$ cat config.mk
export PLATFORM = sky130hd
export DESIGN_NAME = mem_scan_initiator
export DESIGN_NICKNAME = d
export VERILOG_FILES = /design/src/rtl/mem_scan_initiator.sv
export SDC_FILE = /design/constraint.sdc
export NUM_CORES = 1
export LEC_CHECK = 0
export CORE_ASPECT_RATIO = 0.7
export CORE_MARGIN = 2
export CORE_UTILIZATION = 30
export CTS_CLUSTER_SIZE = 25
export DETAILED_ROUTE_END_ITERATION = 16
export GPL_TIMING_DRIVEN = 0
export PLACE_DENSITY = 0.51
export SKIP_CTS_REPAIR_TIMING = 1
export SLEW_MARGIN = 30
export SYNTH_ARGS = -nofsm -noshare
export SYNTH_HDL_FRONTEND = slang
export SYNTH_SLANG_ARGS = --single-unit
$ cat constraint.sdc
create_clock -name clk -period 3.2 [get_ports clk]
set_input_delay 0.64 -clock clk [delete_from_list [all_inputs] [get_ports clk]]
set_output_delay 0.64 -clock clk [all_outputs]
set_load 0.02 [all_outputs]
$ cat src/rtl/mem_scan_initiator.sv
// rtl/mem_scan_initiator.sv - block sum/max scanner and write-back initiator for the data memory port
//
// Ports:
//   clk, rst         rising-edge clock, synchronous active-high reset
//   start            request pulse, sampled only in IDLE
//   baseAddr         first word to read (latched on accepted start)
//   count            number of words to read, 0 allowed (latched on accepted start)
//   destAddr         address receiving the sum (latched on accepted start)
//   memAddress       memory address (state/index derived, never from memReadData)
//   memWriteData     memory write data, non-zero only in WRITE
//   memWriteEn       memory write enable, high only in WRITE
//   memReadData      combinational read data for memAddress
//   busy             high while reading/writing (cycle before done)
//   done             one-cycle completion pulse
//   error            range error, valid with done, held until next accepted start
//   sum              running/final sum modulo 2^DATA_W
//   maxVal           unsigned maximum of words read
module mem_scan_initiator #(
  parameter int ADDR_W    = 10,
  parameter int DATA_W    = 16,
  parameter int MEM_DEPTH = 1000
) (
  input  logic              clk,
  input  logic              rst,
  input  logic              start,
  input  logic [ADDR_W-1:0] baseAddr,
  input  logic [ADDR_W-1:0] count,
  input  logic [ADDR_W-1:0] destAddr,
  output logic [ADDR_W-1:0] memAddress,
  output logic [DATA_W-1:0] memWriteData,
  output logic              memWriteEn,
  input  logic [DATA_W-1:0] memReadData,
  output logic              busy,
  output logic              done,
  output logic              error,
  output logic [DATA_W-1:0] sum,
  output logic [DATA_W-1:0] maxVal
);

  typedef enum logic [1:0] {IDLE, READ, WRITE, FINISH} stateT;

  stateT             state, nextState;
  logic [ADDR_W-1:0] baseReg, countReg, destReg, idx;
  logic [ADDR_W:0]   endAddr;
  logic              rangeBad;
  logic              lastRead;

  // One extra bit so base+count cannot wrap and sneak past the depth check.
  assign endAddr  = {1'b0, baseAddr} + {1'b0, count};
  assign rangeBad = (endAddr > (ADDR_W+1)'(MEM_DEPTH)) ||
                    ({1'b0, destAddr} >= (ADDR_W+1)'(MEM_DEPTH));
  // READ is only entered with countReg >= 1, so the subtraction never wraps here.
  assign lastRead = (idx == countReg - ADDR_W'(1));

  always_ff @(posedge clk) begin
    if (rst) state <= IDLE;
    else     state <= nextState;
  end

  always_comb begin
    nextState    = state;
    memAddress   = '0;
    memWriteData = '0;
    memWriteEn   = 1'b0;
    busy         = 1'b0;
    done         = 1'b0;
    case (state)
      IDLE: begin
        if (start) begin
          if (rangeBad)        nextState = FINISH;
          else if (count == '0) nextState = WRITE;
          else                 nextState = READ;
        end
      end
      READ: begin
        busy       = 1'b1;
        memAddress = baseReg + idx;
        if (lastRead) nextState = WRITE;
      end
      WRITE: begin
        busy         = 1'b1;
        memAddress   = destReg;
        memWriteData = sum;
        memWriteEn   = 1'b1;
        nextState    = FINISH;
      end
      FINISH: begin
        done      = 1'b1;
        nextState = IDLE;
      end
      default: nextState = IDLE;
    endcase
  end

  always_ff @(posedge clk) begin
    if (rst) begin
      baseReg  <= '0;
      countReg <= '0;
      destReg  <= '0;
      idx      <= '0;
      sum      <= '0;
      maxVal   <= '0;
      error    <= 1'b0;
    end else begin
      case (state)
        IDLE: begin
          if (start) begin
            baseReg  <= baseAddr;
            countReg <= count;
            destReg  <= destAddr;
            idx      <= '0;
            sum      <= '0;
            maxVal   <= '0;
            error    <= rangeBad;
          end
        end
        READ: begin
          sum <= sum + memReadData;
          if (memReadData > maxVal) maxVal <= memReadData;
          idx <= idx + ADDR_W'(1);
        end
        default: ;
      endcase
    end
  end

endmodule

==> results_dict.tcl <==
set metrics [dict create \
    cp.required_ns 2.56 \
    path_buf_inv 1 \
    io_pins 111 \
    synth_warnings 0 \
    clkLatencyLatePin_ns 0.34 \
    drv_slew 0 \
    power.total_w 0.00440 \
    p_leak_nw 2.80 \
    htreeDepth 3 \
    antenna_found_initial 0 \
    netlist_area_um2 5040 \
    ys_dominant_reg_cell "dfxtp_1" \
    routed_wl_mm 15.5 \
    cp.arrival_ns 2.55 \
    fin_cells 966 \
    placement_rows 39 \
    viasPerCell 4.86 \
    worstSetupPathType "reg2out" \
    cp_max_fo 3 \
    hold_viol_final 0 \
    async_flop_share_pct 0 \
    crit_top_cell "a21oi_2" \
    cts_tree "built" \
    highest_layer "met4" \
    area_delta_synth_final_pct 36.3 \
    start_util_pct 30.7 \
    syn-instance-count 610 \
    final.setup.worst_slack_ns 0.00783 \
    worstMarginPinSlew_ns 0.593 \
    worst_path_largest_cell_delay_ns 0.36 \
    skew_ns 0.00974 \
    die_y_um 112 \
    clock.fmax_mhz 313 \
    rsz0062_at_grt "yes" \
    cts_made_buffers 9 \
    dp_cells 944 \
    nFillCells 1680 \
    fin_area_um2 6870 \
    overflow 0 \
    slew_headroom_pct 60.2 \
    dp_hpwl_mm 12.4 \
    grt_max_degree 12 \
    synth_fp_nets 718 \
    cp_slowest_cell "dfxtp_4" \
    place.port_buffers 109 \
    ys_types 53 \
    power_density_nw_per_um2 640 \
    cp-start-kind "register" \
    end_kind "primary output" \
    min_period_over_period_pct 99.8 \
    drive_gt1_share_pct 9.31 \
    hold_path.class "reg2reg" \
    vdd_ir_drop_max_mv 0.252 \
    avgSynthCellArea_um2 8.26 \
    met1_length_mm 8.25 \
    via_count 4697 \
    ant_nets 0 \
    nNetsFinal 846 \
    clockRootBuffer "clkbuf_16" \
    dpl_worst_slack_ns -0.329 \
    seqCellArea_um2 1520 \
    yosysSeqAreaShare_pct 29.8 \
    place_area_um2 6410 \
    wl_met2_mm 6.33 \
    cap_violations 0 \
    place_congestion 0.800 \
    period_minus_slack_ns 3.19 \
    core_region_area_um2 16400 \
    fin_hold_ws_ns 0.462 \
    grt_pass1_wl_mm 24.2 \
    path_cells "ha_4 > fa_2 > a21o_1 > a21oi_2 > o21bai_1 > a21oi_2 > o21ai_2 > xor2_1 > a22oi_1 > nor2b_1 > buf_4" \
    setup_viol 0 \
    drc 0 \
    synth-edff-count 0 \
    clk_pin_slew_worst_paths_ns 0.06 \
    dr.pass1.iters 4 \
    diodes 0 \
    outcome "finished clean" \
    first_iter_violations 247 \
    clockBufferDepth 2 \
    grt_pass1_vias 4412 \
    multiInputGateArea_um2 3410 \
    die_w_um 159 \
    grt.total_usage_pct 17.1 \
    clock_sinks 75 \
    crit_family "compound AO/OA/AOI/OAI gates" \
    ys_ff_latch 75 \
    wl_per_cell_um 16.0 \
    design.die.area_um2 17900 \
    wl_met3_um 792 \
]
[cell usage after synthesis, types with 2 or more instances]
cell type	number	area share [%]
a2111oi_2	2	0.60
a211o_1	4	0.69
a21o_1	8	1.2
a21oi_1	56	5.6
a22o_1	18	3.1
a22oi_1	21	3.1
a32oi_1	2	0.35
a41oi_1	4	0.69
a41oi_2	2	0.65
and2_1	20	2.5
and3_1	3	0.37
buf_2	3	0.30
buf_4	2	0.30
clkbuf_1	18	1.3
dfxtp_1	75	30
fa_1	3	1.2
ha_1	56	14
inv_1	33	2.5
nand2_1	89	6.6
nand2b_1	4	0.50
nand3_1	7	0.69
nand4_1	7	0.87
nor2_1	46	3.4
nor2b_1	16	2.0
nor3_1	4	0.40
nor3_2	3	0.60
nor3b_1	2	0.30
nor4_1	3	0.37
o211ai_1	4	0.60
o21a_1	9	1.3
o21ai_0	7	0.69
o21ai_1	6	0.60
o21bai_1	3	0.45
o22ai_1	3	0.37
o31ai_1	2	0.30
or4_1	3	0.45
xnor2_1	22	3.8
xor2_1	25	4.3
[worst register-to-register path, cell delays in order, from the launching register on]
cell     delay, ns
dfxtp_1       0.41
ha_1          0.26
a21oi_1       0.17
nor3_1        0.13
nor4_2        0.52
o21ai_1       0.19
a41oi_1       0.33
xor2_1        0.22
a21oi_1       0.09
o22ai_1       0.14
[cell type report]
type / count / area share (%)
Sequential cell: 75 / 22.1
Clock buffer: 11 / 3.53
Inverter: 33 / 1.80
Buffer: 23 / 1.53
Clock inverter: 3 / 0.583
Timing Repair Buffer: 117 / 16.7
Tap cell: 225 / 4.10
Multi-Input combinational cell: 479 / 49.7
[final timing paths]
check        startpoint       endpoint  slack, ns  cells past startpoint
min reg2reg  destReg[6]     destReg[6]       0.46                      2
min          destReg[6]     destReg[6]       0.46                      2
max              idx[0]  memAddress[8]      0.008                     11
max reg2reg      sum[1]        sum[15]       0.66                      9
[logic make-up (layout without fill, tap and decap cells)]
logic type	Yosys count	after routing	share of synthesized area (%)
AOI/OAI and AO/OA	160	160	22.2
xor gates and xnor gates	47	47	8.17
adders and majority gates	59	59	15.1
buffers and inverters	56	187	4.39
DFF	75	75	29.8
muxes	1	1	0.199
and+or+nand+nor	212	212	20.1
[sequential cells by signal (all words and copies together), names as in the netlist]
register  flops
maxVal       16
destReg      10
baseReg      10
error         1
sum          16
state         2
countReg     10
idx          10
[per-stage QoR]
stage | TNS [ns] | util, %
after floorplan | 0 | -
after global placement | -3.36 | 39.1
after detailed placement | -3.94 | 39.1
after CTS | -7.56 | 40.8
after global routing | -0.210 | 41.9
final | 0 | 41.9
[layout by cell type, fill, tap and decap left out, drive strengths merged, types with 4 or more instances in the layout]
cell type        n
a21o             8
nand4            7
a21oi           57
nor4             4
o21a             9
o21ai           14
nand3            7
buf             18
ha              56
nor3             7
nand2           89
xor2            25
a211o            4
nor2b           16
nor2            46
clkbuf          28
a41oi            6
o211ai           4
clkdlybuf4s50  102
nand2b           4
and2            20
a22oi           21
dfxtp           75
inv             33
xnor2           22
a22o            18
[power by group]
part | total [W] | internal (W) | switching, W | leakage [nW]
logic | 0.00214 | 0.000888 | 0.00125 | 2.05
clock network | 0.00101 | 0.000614 | 0.000391 | 0.141
registers | 0.00125 | 0.00110 | 0.000155 | 0.614
total | 0.00440 | 0.00260 | 0.00180 | 2.80
[metal layers]
layer	up-vias	track usage, %
met5	-	0
met3	10	3.25
met1	2192	26.6
met2	90	24.1
li1	2405	-
met4	0	3.27
Note: power is estimated with default switching activity, not from simulation.
